## src/rtl/fcml_adc_pkg.sv

```systemverilog
// -----------------------------------------------------------------------------
// fcml_adc_pkg
// Shared definitions for the FCML ADC frame scheduler: frame FSM state
// encoding and default sizing (three phase legs, 12-bit converter).
// -----------------------------------------------------------------------------
package fcml_adc_pkg;

    localparam int ADC_DW_DEF = 12;
    localparam int N_CH_DEF   = 3;

    typedef enum logic [1:0] {
        ST_IDLE  = 2'd0,
        ST_START = 2'd1,
        ST_WAIT  = 2'd2,
        ST_FEND  = 2'd3
    } state_t;

endpackage

```

## src/rtl/adc_trig_decim.sv

```systemverilog
// -----------------------------------------------------------------------------
// adc_trig_decim
// Rising-edge detector and decimator for the ramp-compare trigger level.
// Emits a one-cycle launch on every (dec_ratio+1)-th rising edge.
//
// Ports:
//   clk        in   system clock
//   rst        in   synchronous active-high clear
//   trig_in    in   trigger level, synchronous to clk
//   dec_ratio  in   DEC_W  launch every (dec_ratio+1)-th rising edge
//   launch     out  combinational one-cycle launch strobe
// -----------------------------------------------------------------------------
module adc_trig_decim #(
    parameter int DEC_W = 4
) (
    input  logic             clk,
    input  logic             rst,
    input  logic             trig_in,
    input  logic [DEC_W-1:0] dec_ratio,
    output logic             launch
);

    logic             trig_q;
    logic             trig_d;
    logic             trig_re;
    logic [DEC_W-1:0] dec_cnt_q;
    logic [DEC_W-1:0] dec_cnt_d;

    // NOTE: every signal assigned here gets a default first, so no path
    // leaves a value unassigned and no latch is inferred.
    always_comb begin
        trig_d    = trig_in;
        dec_cnt_d = dec_cnt_q;
        trig_re   = trig_in & ~trig_q;
        // >= rather than == so that lowering dec_ratio mid-count fires on
        // the next edge instead of wrapping the counter first.
        launch    = trig_re && (dec_cnt_q >= dec_ratio);
        if (launch) begin
            dec_cnt_d = '0;
        end else if (trig_re) begin
            dec_cnt_d = dec_cnt_q + 1'b1;
        end
    end

    // NOTE: state registers use non-blocking assignments so every flop
    // samples the pre-edge values regardless of statement order.
    always_ff @(posedge clk) begin
        if (rst) begin
            trig_q    <= 1'b0;
            dec_cnt_q <= '0;
        end else begin
            trig_q    <= trig_d;
            dec_cnt_q <= dec_cnt_d;
        end
    end

endmodule

```

## src/rtl/adc_frame_sched.sv

```systemverilog
// -----------------------------------------------------------------------------
// adc_frame_sched
// Runs one conversion frame (channels 0..N_CH-1 in order) on each decimated
// rising edge of the PWM ramp-compare trigger, over a start/busy/done
// handshake, and returns tagged samples plus a frame-complete pulse.
//
// Optional feature: define ADC_TIMEOUT_EN to abort a frame when adc_done
// does not arrive within TIMEOUT_CYC cycles of WAIT (sets timeout_err).
//
// Ports:
//   clk, rst            clock, synchronous active-high reset
//   en                  enable; low acts as a synchronous soft reset
//   trig_in, dec_ratio  trigger level and decimation ratio
//   adc_busy/done/data  ADC handshake inputs
//   adc_start, adc_ch   registered start pulse and channel select
//   smp_valid/data/ch   tagged sample output
//   frame_done          pulse after the last channel's sample
//   overrun             sticky: launch arrived while a frame was active
//   timeout_err         sticky: conversion timed out (0 without the macro)
// -----------------------------------------------------------------------------
import fcml_adc_pkg::*;

module adc_frame_sched #(
    parameter int N_CH        = N_CH_DEF,
    parameter int CH_W        = 2,
    parameter int DEC_W       = 4,
    parameter int ADC_DW      = ADC_DW_DEF,
    parameter int TIMEOUT_CYC = 255
) (
    input  logic              clk,
    input  logic              rst,
    input  logic              en,
    input  logic              trig_in,
    input  logic [DEC_W-1:0]  dec_ratio,
    input  logic              adc_busy,
    input  logic              adc_done,
    input  logic [ADC_DW-1:0] adc_data,
    output logic              adc_start,
    output logic [CH_W-1:0]   adc_ch,
    output logic              smp_valid,
    output logic [ADC_DW-1:0] smp_data,
    output logic [CH_W-1:0]   smp_ch,
    output logic              frame_done,
    output logic              overrun,
    output logic              timeout_err
);

    localparam int WCNT_W = $clog2(TIMEOUT_CYC + 1);

    logic soft_rst;
    logic launch;

    state_t            state_q,      state_d;
    logic [CH_W-1:0]   channel_q,    channel_d;
    logic              adc_start_q,  adc_start_d;
    logic              smp_valid_q,  smp_valid_d;
    logic [ADC_DW-1:0] smp_data_q,   smp_data_d;
    logic [CH_W-1:0]   smp_ch_q,     smp_ch_d;
    logic              frame_done_q, frame_done_d;
    logic              overrun_q,    overrun_d;

`ifdef ADC_TIMEOUT_EN
    logic [WCNT_W-1:0] wait_cnt_q,    wait_cnt_d;
    logic              timeout_err_q, timeout_err_d;
`else
    logic [WCNT_W-1:0] unused_timeout_cfg;
    assign unused_timeout_cfg = WCNT_W'(TIMEOUT_CYC);
`endif

    // en low clears everything exactly like rst, including the decimator.
    assign soft_rst = rst | ~en;

    adc_trig_decim #(
        .DEC_W (DEC_W)
    ) u_trig_decim (
        .clk       (clk),
        .rst       (soft_rst),
        .trig_in   (trig_in),
        .dec_ratio (dec_ratio),
        .launch    (launch)
    );

    always_comb begin
        state_d      = state_q;
        channel_d    = channel_q;
        adc_start_d  = 1'b0;
        smp_valid_d  = 1'b0;
        smp_data_d   = smp_data_q;
        smp_ch_d     = smp_ch_q;
        frame_done_d = 1'b0;
        // A launch outside IDLE is dropped; the running frame continues.
        overrun_d    = overrun_q | (launch && (state_q != ST_IDLE));
`ifdef ADC_TIMEOUT_EN
        wait_cnt_d    = wait_cnt_q;
        timeout_err_d = timeout_err_q;
`endif
        case (state_q)
            ST_IDLE: begin
                if (launch) begin
                    state_d   = ST_START;
                    channel_d = '0;
                end
            end
            ST_START: begin
                if (!adc_busy) begin
                    adc_start_d = 1'b1;
                    state_d     = ST_WAIT;
`ifdef ADC_TIMEOUT_EN
                    wait_cnt_d  = '0;
`endif
                end
            end
            ST_WAIT: begin
                // adc_done has priority over a timeout in the same cycle.
                if (adc_done) begin
                    smp_valid_d = 1'b1;
                    smp_data_d  = adc_data;
                    smp_ch_d    = channel_q;
                    if (channel_q == CH_W'(N_CH - 1)) begin
                        state_d = ST_FEND;
                    end else begin
                        channel_d = channel_q + 1'b1;
                        state_d   = ST_START;
                    end
                end
`ifdef ADC_TIMEOUT_EN
                else if (wait_cnt_q == WCNT_W'(TIMEOUT_CYC - 1)) begin
                    timeout_err_d = 1'b1;
                    state_d       = ST_IDLE;
                end else begin
                    wait_cnt_d = wait_cnt_q + 1'b1;
                end
`endif
            end
            ST_FEND: begin
                frame_done_d = 1'b1;
                state_d      = ST_IDLE;
            end
            default: state_d = ST_IDLE;
        endcase
    end

    always_ff @(posedge clk) begin
        if (soft_rst) begin
            state_q       <= ST_IDLE;
            channel_q     <= '0;
            adc_start_q   <= 1'b0;
            smp_valid_q   <= 1'b0;
            smp_data_q    <= '0;
            smp_ch_q      <= '0;
            frame_done_q  <= 1'b0;
            overrun_q     <= 1'b0;
`ifdef ADC_TIMEOUT_EN
            wait_cnt_q    <= '0;
            timeout_err_q <= 1'b0;
`endif
        end else begin
            state_q       <= state_d;
            channel_q     <= channel_d;
            adc_start_q   <= adc_start_d;
            smp_valid_q   <= smp_valid_d;
            smp_data_q    <= smp_data_d;
            smp_ch_q      <= smp_ch_d;
            frame_done_q  <= frame_done_d;
            overrun_q     <= overrun_d;
`ifdef ADC_TIMEOUT_EN
            wait_cnt_q    <= wait_cnt_d;
            timeout_err_q <= timeout_err_d;
`endif
        end
    end

    assign adc_start  = adc_start_q;
    assign adc_ch     = channel_q;
    assign smp_valid  = smp_valid_q;
    assign smp_data   = smp_data_q;
    assign smp_ch     = smp_ch_q;
    assign frame_done = frame_done_q;
    assign overrun    = overrun_q;
`ifdef ADC_TIMEOUT_EN
    assign timeout_err = timeout_err_q;
`else
    assign timeout_err = 1'b0;
`endif

endmodule

```

## config.mk

```make
export PLATFORM = sky130hd
export DESIGN_NAME = adc_frame_sched
export DESIGN_NICKNAME = d
export VERILOG_FILES = /design/src/rtl/fcml_adc_pkg.sv /design/src/rtl/adc_trig_decim.sv /design/src/rtl/adc_frame_sched.sv
export SDC_FILE = /design/constraint.sdc
export NUM_CORES = 1
export LEC_CHECK = 0
export CORE_AREA = 2 2 59 61
export CTS_CLUSTER_SIZE = 30
export DETAILED_ROUTE_END_ITERATION = 10
export DIE_AREA = 0 0 61 63
export PLACE_DENSITY = 0.72
export REMOVE_ABC_BUFFERS = 1
export SYNTH_ARGS = -nofsm -noshare
export SYNTH_HDL_FRONTEND = slang
export SYNTH_SLANG_ARGS = --single-unit
```

## constraint.sdc

```tcl
create_clock -name clk -period 1.85 [get_ports clk]
set_clock_uncertainty 0.2 [all_clocks]
set_input_delay 0.37 -clock clk [delete_from_list [all_inputs] [get_ports clk]]
set_output_delay 0.37 -clock clk [all_outputs]
set_load 0.01 [all_outputs]
```

==> flow_metrics.env <==
export IMPL_hold_path_class="flip-flop to flip-flop"
export IMPL_first_pass_iters=4
export IMPL_cp_arrival_ns=1.91
export IMPL_wl_per_cell_um=11.4
export IMPL_final_nets=217
export IMPL_vias=1125
export IMPL_synth_top_cell_area_share_pct=44.9
export IMPL_vias_per_cell=4.81
export IMPL_diodes=0
export IMPL_synth_cells=143
export IMPL_fin_crit_ns=1.83
export IMPL_die_y_um=63
export IMPL_synthTopCellsByArea="dfxtp_1 45%, nand2_1 10%, a21oi_1 7.9%, ha_1 6.2%, nand2b_4 2.3%"
export IMPL_critPathLaunchType="flip-flop"
export IMPL_clock_latency_ns=0.33
export IMPL_cts_tree="yes"
export IMPL_r2r_setup_slack_ns=0.02
export IMPL_cp_required_ns=1.92
export IMPL_grt_pass1_wl_mm=4.49
export IMPL_use_met1_pct=18.6
export IMPL_timing_rr_end="adc_ch[1]$_SDFFE_PP0P_"
export IMPL_synthFlopType="dfxtp_1"
export IMPL_numCtsBuffers=3
export IMPL_cp_cell_sequence="inv_2 > ha_4 > nand2b_4 > a211oi_2 > o21bai_2 > or3b_1 > a21oi_1"
export IMPL_worstSetupEndpointType="flip-flop"
export IMPL_final_common_cell="clkdlybuf4s50_1"
export IMPL_drt_iter0_drc=19
export IMPL_hold_end="smp_ch[1]$_SDFFE_PP0P_"
export IMPL_drive_gt1_share_pct=14.4
export IMPL_drc=0
export IMPL_die_x_um=61
export IMPL_fmax_mhz=546
export IMPL_tns_ns=0
export IMPL_grt_max_degree=26
export IMPL_rr_startpoint="u_trig_decim.dec_cnt_q[0]$_SDFFE_PP0P_"
export IMPL_critPathKind="flip-flop to flip-flop"
export IMPL_yosysTopAreaCell="dfxtp_1"
export IMPL_rsz0062_at_grt="true"
export IMPL_antenna_left=0
export IMPL_finalCritPeriodShare_pct=99.1
export IMPL_slew_violations=0
export IMPL_track_usage_pct=14.9
export IMPL_yosysUniqueCellTypes=36
export IMPL_die_area_um2=3840
export IMPL_synth_avg_cell_area_um2=8.43
export IMPL_final_util_pct=54.9
export IMPL_leakage_nw=0.718
export IMPL_busiest_layer="met2"
export IMPL_area_growth_pct=47.4
export IMPL_yosysWarnings=0
export IMPL_fillCellCount=308
export IMPL_clkTransAtPathRegs_ns=0.15
export IMPL_crit_fanout=5
export IMPL_ff_latch_area_um2=547
export IMPL_coreArea_um2=3230
export IMPL_ir_drop_mv=0.307
export IMPL_dp_hpwl_mm=1.97
export IMPL_crit_slowest_cell="dfxtp_2"
export IMPL_grt_pass1_vias=1050
export IMPL_cp_buffers_inverters=1
export IMPL_cpPeakStageDelay_ns=0.37
export IMPL_overflow=0
export IMPL_gr_usage_met3_pct=2.69
export IMPL_synth_edf_count=0
export IMPL_critPathTopFamily="simple AND/OR/NAND/NOR gates"
export IMPL_clock_path_buffers=2
export IMPL_outcome="completed"
export IMPL_power_density_nw_per_um2=544
export IMPL_ys_ff_latch=27
export IMPL_cts_sinks=27
export IMPL_hold_depth=2
export IMPL_gp_congestion=0.793
export IMPL_multiInputGateArea_um2=626
export IMPL_htree_levels=1
export IMPL_synth_area_um2=1200
export IMPL_layout_common_cells="34 x clkdlybuf4s50_1, 32 x nand2_1, 24 x dfxtp_1"
export IMPL_cap_violations=0
export IMPL_grt_use_met2_pct=24.9
export IMPL_hold_violations=0
export IMPL_antenna_found_initial=0
export IMPL_hold_path_startpoint="smp_ch[1]$_SDFFE_PP0P_"
export IMPL_synth_async_reset_ratio_pct=0
export IMPL_ios=43
export IMPL_ff2ff_path_depth=7
export IMPL_initial_core_util_pct=37.3
export IMPL_io_buffers=41
export IMPL_yosysSeqAreaShare_pct=44.9
export IMPL_whs_ns=0.267
export IMPL_num_rows=21
export IMPL_root_buffer="clkbuf_4"
export IMPL_wirelength_mm=2.67
export IMPL_setup_viol=0
-- worst min-delay path: cells and delay by family (launching register included) --
family,cells,cell delay [ns]
AOI/OAI and AO/OA,1,0.05
DFF,1,0.34
and+or+nand+nor,1,0.05
-- through the flow --
stage / setup WS, ns / instance area [um2] / total power, mW / std cells
after floorplan: -0.0235 / 1150 / 0.640 / 134
after global placement: -0.440 / 1690 / 0.704 / 229
after detailed placement: -0.497 / 1690 / 0.707 / 229
after CTS: -0.00859 / 1760 / 0.977 / 233
after global routing: -0.0791 / 1780 / 1.00 / 234
final: 0.0174 / 1780 / 0.967 / 234
-- report_power, final --
group	switching (mW)	internal, mW
Sequential	0.00236	0.583
Clock	0.184	0.0829
Combinational	0.0444	0.0700
Total	0.231	0.736
-- worst max-delay path by stage --
stage                                            from                                      to  slack, ns  cells after the start
2_1_floorplan  u_trig_decim.dec_cnt_q[0]$_SDFFE_PP0P_                  adc_ch[1]$_SDFFE_PP0P_      -0.02                      7
3_3_place_gp                             dec_ratio[0]                  adc_ch[1]$_SDFFE_PP0P_      -0.44                      7
3_5_place_dp                             dec_ratio[0]  u_trig_decim.dec_cnt_q[0]$_SDFFE_PP0P_      -0.50                      7
4_1_cts        u_trig_decim.dec_cnt_q[0]$_SDFFE_PP0P_                  adc_ch[1]$_SDFFE_PP0P_     -0.009                      7
5_1_grt        u_trig_decim.dec_cnt_q[0]$_SDFFE_PP0P_                  adc_ch[1]$_SDFFE_PP0P_      -0.08                      7
6_report       u_trig_decim.dec_cnt_q[0]$_SDFFE_PP0P_                  adc_ch[1]$_SDFFE_PP0P_       0.02                      7
-- Yosys cell counts (2+ instances only) --
master	number
a21o_1	3
nand2b_1	3
buf_4	2
a22oi_1	2
o21ai_0	2
ha_1	6
and3_1	2
a211oi_1	2
dfxtp_1	27
buf_2	2
nor3_1	4
nor2_1	5
clkbuf_1	3
nand3_1	3
nand2b_4	2
a21oi_1	19
nand2_1	32
inv_1	6
-- kinds of logic (layout without fill, tap and decap cells) --
| kind of cell | count (synthesis) | count (layout) | share of synthesized area (%) |
|---|---|---|---|
| AO/OA/AOI/OAI | 35 | 35 | 18.4 |
| adder cells (fa/ha/maj) | 6 | 6 | 6.23 |
| flip-flops | 27 | 27 | 44.9 |
| AND/OR/NAND/NOR | 59 | 59 | 24.0 |
| buffers and inverters | 15 | 60 | 6.23 |
| other | 1 | 1 | 0.311 |
-- cell type report --
class | instances | share of cell area (%)
repair buffers | 50 | 27.8
multi-input cells | 101 | 35.2
clock buffers | 3 | 1.27
flip-flops and latches | 27 | 30.8
inverters | 6 | 1.27
well taps | 46 | 3.24
clock inverters | 1 | 0.423
-- per-layer routing --
layer | vias up | part of all wire [%]
li1 | 579 | -
met1 | 521 | 43
met2 | 20 | 51
met3 | 5 | 4.0
met4 | 0 | 1.8
met5 | - | 0
-- sequential cells by signal (all words and copies together), names as in the netlist --
name	count
smp_valid	1
u_trig_decim.trig_q	1
smp_ch	2
adc_ch	2
u_trig_decim.dec_cnt_q	4
overrun	1
frame_done	1
adc_start	1
smp_data	12
state_q	2
-- what timing repair did --
action | CTS | global route
pin swaps | 6 | 6
gates resized for setup | 15 | 4
setup buffers | 0 | 1
setup endpoints to repair | 9 | 8
hold buffers | 0 | 0
(Power assumes the default switching activity.)
